<file path="config.mk">
export PLATFORM = sky130hd
export DESIGN_NAME = serial_add_ctrl
export DESIGN_NICKNAME = d
export VERILOG_FILES = /design/src/rtl/alu_pkg.sv /design/src/rtl/full_adder.sv /design/src/rtl/serial_add_ctrl.sv
export SDC_FILE = /design/constraint.sdc
export NUM_CORES = 1
export LEC_CHECK = 0
export BUFFER_PORTS_ARGS = -buffer_cell sky130_fd_sc_hd__clkbuf_2
export CAP_MARGIN = 30
export CORE_UTILIZATION = 35
export DETAILED_ROUTE_END_ITERATION = 8
export HOLD_SLACK_MARGIN = 0.12
export PLACE_DENSITY = 0.63
export SETUP_SLACK_MARGIN = 0.2
export SLEW_MARGIN = 5
export SYNTH_ARGS = -nofsm -noshare
export SYNTH_HDL_FRONTEND = slang
export SYNTH_SLANG_ARGS = --single-unit
export TNS_END_PERCENT = 5
</file>
<file path="constraint.sdc">
create_clock -name clk -period 2.35 [get_ports clk]
set_clock_uncertainty 0.2 [all_clocks]
set_input_delay 0.235 -clock clk [delete_from_list [all_inputs] [get_ports clk]]
set_output_delay 0.235 -clock clk [all_outputs]
set_load 0.01 [all_outputs]
</file>
<file path="src/rtl/alu_pkg.sv">
// Shared ALU definitions: serial add/sub FSM states,
// operation encodings and default datapath width.
package alu_pkg;

  localparam int DEF_WIDTH = 32;
  localparam int DEF_CNT_W = 6;

  localparam logic OP_ADD = 1'b0;
  localparam logic OP_SUB = 1'b1;

  typedef enum logic [1:0] {
    IDLE = 2'd0,
    RUN  = 2'd1,
    DONE = 2'd2
  } state_t;

endpackage

</file>
<file path="src/rtl/full_adder.sv">
// Single-bit full adder cell.
// Port order (Cout, Sum, A, B, Cin).
module full_adder (
  output logic Cout,
  output logic Sum,
  input  logic A,
  input  logic B,
  input  logic Cin
);

  // Sum and carry-out for one bit position
  always_comb begin
    Sum  = A ^ B ^ Cin;
    Cout = (A & B) | (A & Cin) | (B & Cin);
  end

endmodule

</file>
<file path="src/rtl/serial_add_ctrl.sv">
// Bit-serial add/subtract controller: one full_adder
// cell time-shared over WIDTH cycles, LSB first.
module serial_add_ctrl
  import alu_pkg::*;
#(
  parameter int WIDTH = DEF_WIDTH,
  parameter int CNT_W = DEF_CNT_W
) (
  input  logic             clk,
  input  logic             rst_n,
  input  logic             start,
  input  logic             op_sub,
  input  logic             clear,
  input  logic [WIDTH-1:0] a,
  input  logic [WIDTH-1:0] b,
  output logic             busy,
  output logic             done,
  output logic [WIDTH-1:0] sum,
  output logic             cout,
  output logic             overflow
);

  localparam logic [CNT_W-1:0] LAST_BIT =
    CNT_W'(WIDTH - 1);

  state_t             r_state;
  logic [WIDTH-1:0]   r_opa;
  logic [WIDTH-1:0]   r_opb;
  logic [WIDTH-1:0]   r_sum;
  logic [CNT_W-1:0]   r_cnt;
  logic               r_carry;
  logic               r_busy;
  logic               r_done;
  logic               r_cout;
  logic               r_ovf;

  logic               w_fa_sum;
  logic               w_fa_cout;

  full_adder u_fa (
    w_fa_cout,
    w_fa_sum,
    r_opa[0],
    r_opb[0],
    r_carry
  );

  // FSM, bit counter and shift-register datapath
  always_ff @(posedge clk or negedge rst_n) begin
    if (!rst_n) begin
      r_state <= IDLE;
      r_opa   <= '0;
      r_opb   <= '0;
      r_sum   <= '0;
      r_cnt   <= '0;
      r_carry <= 1'b0;
      r_busy  <= 1'b0;
      r_done  <= 1'b0;
      r_cout  <= 1'b0;
      r_ovf   <= 1'b0;
    end else if (clear) begin
      // abort wins over start; data left partial
      r_state <= IDLE;
      r_busy  <= 1'b0;
      r_done  <= 1'b0;
    end else begin
      unique case (r_state)
        IDLE: begin
          if (start) begin
            r_opa   <= a;
            r_opb   <= (op_sub == OP_SUB) ? ~b : b;
            r_carry <= op_sub;
            r_cnt   <= '0;
            r_sum   <= '0;
            r_cout  <= 1'b0;
            r_ovf   <= 1'b0;
            r_busy  <= 1'b1;
            r_state <= RUN;
          end
        end
        RUN: begin
          r_sum   <= {w_fa_sum, r_sum[WIDTH-1:1]};
          r_opa   <= r_opa >> 1;
          r_opb   <= r_opb >> 1;
          r_carry <= w_fa_cout;
          r_cnt   <= r_cnt + CNT_W'(1);
          if (r_cnt == LAST_BIT) begin
            // r_carry is the carry into the MSB here
            r_cout  <= w_fa_cout;
            r_ovf   <= r_carry ^ w_fa_cout;
            r_busy  <= 1'b0;
            r_done  <= 1'b1;
            r_state <= DONE;
          end
        end
        DONE: begin
          r_done  <= 1'b0;
          r_state <= IDLE;
        end
        default: begin
          r_busy  <= 1'b0;
          r_done  <= 1'b0;
          r_state <= IDLE;
        end
      endcase
    end
  end

  assign busy     = r_busy;
  assign done     = r_done;
  assign sum      = r_sum;
  assign cout     = r_cout;
  assign overflow = r_ovf;

endmodule

</file>
==> Word level (Yosys, flattened, before mapping) <==
Index checks and enable logic that the tools add are counted.
{ "classes": {"mux": 27, "n_bitwise": 10, "n_reduce_logical": 7, "eq_ne": 9, "add_sub_neg": 1} }
{ "ops": {"columns": ["cell", "count"], "rows": [
  ["$pmux 32 s2", 3],
  ["$mux 32", 4],
  ["$not 32->32", 1],
  ["$pmux 6 s2", 1],
  ["$mux 1", 9],
  ["$ne 2x2->1 const B", 4],
  ["$pmux 1 s2", 4],
  ["$add 6x1->6 const B", 1],
  ["$eq 6x5->1 const B", 1],
  ["$mux 2", 3],
  ["$mux 6", 1],
  ["$ne 3x3->1 const B", 2],
  ["$reduce_and 3->1", 2],
  ["$pmux 2 s2", 1],
  ["$reduce_and 2->1", 2],
  ["$reduce_and 4->1", 1],
  ["$and 1x1->1", 3],
  ["$pmux 1 s3", 1],
  ["$xor 1x1->1", 3],
  ["$eq 2x1->1 const B", 1],
  ["$eq 2x2->1 const B", 1],
  ["$logic_not 2->1", 1],
  ["$or 1x1->1", 2],
  ["$reduce_bool 2->1", 1],
  ["$not 1->1", 1]
]} }
{ "word_totals": {"wordCells": 64, "register_bits": 109, "output_inout_bits": 36, "input_bits": 69} }

==> Longest topological paths before layout <==
{ "depth": {"word_depth": 6, "depth_mapped": 7, "mapped_depth_nobuf": 4} }

==> Hierarchy <==
Synthesis repeated with hierarchy kept, for this count alone.
{ "hier_totals": {"hier_cells": 453, "hier_area_um2": 5083.6} }
{ "modules_own_cells": {"columns": ["module", "instances", "cells_each", "area_per_inst_um2", "seq_area_each_um2"], "rows": [
  ["serial_add_ctrl", 1, 452, 5063.6, 2727.6],
  ["full_adder", 1, 1, 20.0, 0.0]
]} }

==> Least setup slack after synthesis <==
Ideal clock, no wire load.
{ "synth_timing": {"path_type": "register to register", "startpoint": "register r_state[1]", "endpoint": "register r_sum[22], in the netlist sum[22]", "n_path_buf": 4, "synth_period_minus_slack_ns": 1.880, "setup_ns": 0.121, "path_slack_ns": 0.470, "t_required_ns": 2.029, "arrival_ns": 1.559, "stages_incl_launch_ff": 8, "path_cell_list": "dfrtp_1 -> or2_1 -> buf_6 -> or2_1 -> buf_6 -> buf_6 -> buf_6 -> a22o_1"} }
{ "synth_via": {"elab_chain_cells": 3, "elab_cells_between_ends": 6, "classes_between": "2 x eq/ne; 1 x mux; 3 x reduce/logical"} }
{ "synth_rtl": {"columns": ["element", "line_no", "rtl"], "rows": [
  ["start, declared", "serial_add_ctrl.sv:26", "state_t r_state;"],
  ["start signal, assigned", "serial_add_ctrl.sv:51", "r_state <= IDLE;"],
  ["start signal, assigned", "serial_add_ctrl.sv:63", "r_state <= IDLE;"],
  ["start signal, assigned", "serial_add_ctrl.sv:78", "r_state <= RUN;"],
  ["$eq 2x1->1 / $logic_not 2->1 (equally long branches)", "serial_add_ctrl.sv:67", "unique case (r_state)"],
  ["$reduce_bool 2->1 (no source line) / $ne 2x2->1 (equally long branches)", null, null],
  ["$reduce_and 3->1 (no source line)", null, null],
  ["end signal, assigned", "serial_add_ctrl.sv:82", "r_sum <= {w_fa_sum, r_sum[WIDTH-1:1]};"],
  ["end, declared", "serial_add_ctrl.sv:29", "logic [WIDTH-1:0] r_sum;"]
]} }
Parallel ways exist; a longest one is shown, timed or not.
A chain may end at the register's enable or synchronous reset.

==> Worst setup path in the final report <==
{ "layout_timing": {"startpoint": "register r_state[1]", "endpoint": "register r_cnt[0]"} }
{ "layout_via": {"elab_chain_cells": 3, "elab_cells_between_ends": 6, "classes_between": "2 x eq/ne; 1 x mux; 3 x reduce/logical"} }
{ "layout_rtl": {"columns": ["element", "line_no", "rtl"], "rows": [
  ["$eq 2x1->1 / $logic_not 2->1 (equally long branches)", "serial_add_ctrl.sv:67", null],
  ["$reduce_bool 2->1 (no source line) / $ne 2x2->1 (equally long branches)", null, null],
  ["$reduce_and 3->1 (no source line)", null, null],
  ["end signal, assigned", "serial_add_ctrl.sv:86", "r_cnt <= r_cnt + CNT_W'(1);"],
  ["end, declared", "serial_add_ctrl.sv:30", "logic [CNT_W-1:0] r_cnt;"]
]} }
Parallel ways exist; a longest one is shown, timed or not.

==> impl_metrics.json <==
{
  "crit_required_ns": 2.38,
  "syn_inst": 449,
  "initial_utilization": 0.362,
  "avgSynthCellArea_um2": 11.3,
  "drc": 0,
  "drv_cap": 0,
  "vias": 4030,
  "yosys.area_share.simple": 0.0305,
  "nets": 677,
  "cts_root_buffer": "clkbuf_16",
  "cts.clk_slew.worst_paths_ns": 0.07,
  "drtIter0Drc": 251,
  "post-place-cells": 707,
  "grt_pass1_wl_mm": 19.3,
  "die-area_um2": 15000,
  "grt_pass1_vias": 3885,
  "synth_top_family_by_area": "compound AO/OA/AOI/OAI gates",
  "syn_to_final_growth_pct": 34.0,
  "antenna_found_initial": 0,
  "setup_viol": 0,
  "final_cell_mix": "o21ai_0 (128), dfrtp_1 (109), clkbuf_2 (103)",
  "endpoint_kind": "flop",
  "ant_nets": 0,
  "period_share": 0.887,
  "status": "finished, final reports clean",
  "via_per_inst": 5.09,
  "p_leak_nw": 3.37,
  "ios": 105,
  "synth_xor_area_frac": 0.0568,
  "max_freq_mhz": 480,
  "core-area_um2": 14000,
  "ys_warn_count": 0,
  "ys_types": 29,
  "synth_ff_type": "dfrtp_1",
  "hold_class": "input pin to flop",
  "cts.path.max_buffers": 2,
  "fin_tns_setup_ns": 0,
  "syn-num-nets": 520,
  "layout-drive-gt1-share": 0.237,
  "rsz0062_at_grt": "false",
  "grt_start_max_net_pins": 100,
  "period_minus_slack_ns": 2.08,
  "pre_cts_ws_ns": 0.195,
  "final_max_slew_viol_count": 0,
  "antenna_cells": 0,
  "critPathArrivalTime_ns": 2.11,
  "syn_area_um2": 5090,
  "fin_cells": 791,
  "portBuffers": 104,
  "dpl-instance-area_um2": 5820,
  "clkSinkCount": 109,
  "final-hold-violation-count": 0,
  "async_flop_share": 1.00,
  "ys_seq_elements": 109,
  "utilization": 0.486,
  "power.density_nw_per_um2": 695,
  "synth-adder-area-share": 0.00639,
  "critPathMaxFanout": 73,
  "drtPass1Iterations": 4,
  "cp-start-kind": "flop",
  "fin_area_um2": 6820,
  "die_h_um": 123,
  "synth_mux_area_frac": 0.132,
  "ir_drop_uv": 335,
  "clock_insertion_delay_worst_skew_ns": 0.34,
  "layout_commonest_cell": "o21ai_0",
  "power_mw": 4.74,
  "setup_slack_ns": 0.266,
  "hpwl_mm": 7.48,
  "maxSlewHeadroom": 0.676,
  "seq_area_frac_synth": 0.536,
  "synth_compound_area_frac": 0.198,
  "rows": 43,
  "grt.total_usage": 0.163,
  "numCtsBuffers": 9,
  "gr-total-overflow": 0,
  "synth_edf_count": 0,
  "dieWidth_um": 123,
  "routed_wl_mm": 11.9,
  "worstMarginPinSlew_ns": 0.486,
  "critPathKind": "flop to flop",
  "h-tree-depth": 3,
  "timing.hold.ws_ns": 0.164,
  "place_congestion": 0.724,
  "tritoncts": "done",
  "wl_per_cell_um": 15.0
}
==> critical path, stage by stage (launching register included) <==
cell and delay (ns):
dfrtp_1 0.44, or2_2 0.41, or2_4 0.35, buf_16 0.23
mux2_2 0.30
==> cells in the mapped netlist (3+ instances only) <==
master,count,area share
clkbuf_1,21,0.015
buf_6,4,0.0088
buf_2,15,0.015
nand2_1,5,0.0037
dfrtp_1,109,0.54
a21oi_1,4,0.0039
a22o_1,35,0.060
or4_1,3,0.0044
o21ai_0,128,0.13
o31ai_1,3,0.0044
mux2i_1,66,0.13
xor2_1,32,0.055
==> cell families after synthesis <==
group	after synthesis
and+or+nand+nor	24
AOI/OAI and AO/OA	172
buffers and inverters	42
xor gates and xnor gates	33
muxes	67
DFF	109
adders and majority gates	2
==> state kept, by name, indices dropped and copies added (netlist names) <==
| signal | count |
|---|---|
| cout | 1 |
| sum | 32 |
| busy | 1 |
| r_opa | 32 |
| r_state | 2 |
| r_carry | 1 |
| overflow | 1 |
| r_opb | 32 |
| done | 1 |
| r_cnt | 6 |
==> path summary, 6_finish.rpt <==
check                           start       end  slack [ns]  cells after the start
max                        r_state[1]  r_cnt[0]        0.27                      4
min in group asynchronous       rst_n   sum[26]        0.18                      2
min reg2reg                  r_opa[5]  r_opa[5]        0.31                      2
min                             start      busy        0.16                      4
max in group asynchronous       rst_n  r_opa[4]        1.09                      3
max reg2reg                r_state[1]  r_cnt[0]        0.27                      4
==> power by group <==
| part | internal, mW | switching, mW | leakage (nW) | total (mW) |
|---|---|---|---|---|
| registers | 2.14 | 0.150 | 1.42 | 2.29 |
| clock network | 0.866 | 0.691 | 0.153 | 1.56 |
| logic | 0.439 | 0.454 | 1.80 | 0.893 |
==> cell type report <==
| class | instances | area, um^2 |
|---|---|---|
| clock inverters | 6 | 70.1 |
| well taps | 180 | 225 |
| fillers | 1284 | 7220 |
| multi-input cells | 299 | 2190 |
| repair buffers | 185 | 1370 |
| clock buffers | 10 | 239 |
| flip-flops and latches | 109 | 2730 |
| inverters | 2 | 7.51 |
==> routing by layer <==
metal	track usage	wire [um]
met2	0.261	5780
met3	0.0237	372
met5	0	0
met1	0.224	5580
met4	0.0617	161
==> repair_timing <==
| action | in CTS | in global routing |
|---|---|---|
| setup endpoints to repair | 7 | 2 |
| setup buffers | 0 | 0 |
| pin swaps | 0 | 1 |
| hold endpoints to repair | 174 | 0 |
| gates resized for setup | 0 | 0 |
| hold buffers | 66 | 0 |
| cloned | 0 | 1 |
(Power assumes the default switching activity.)
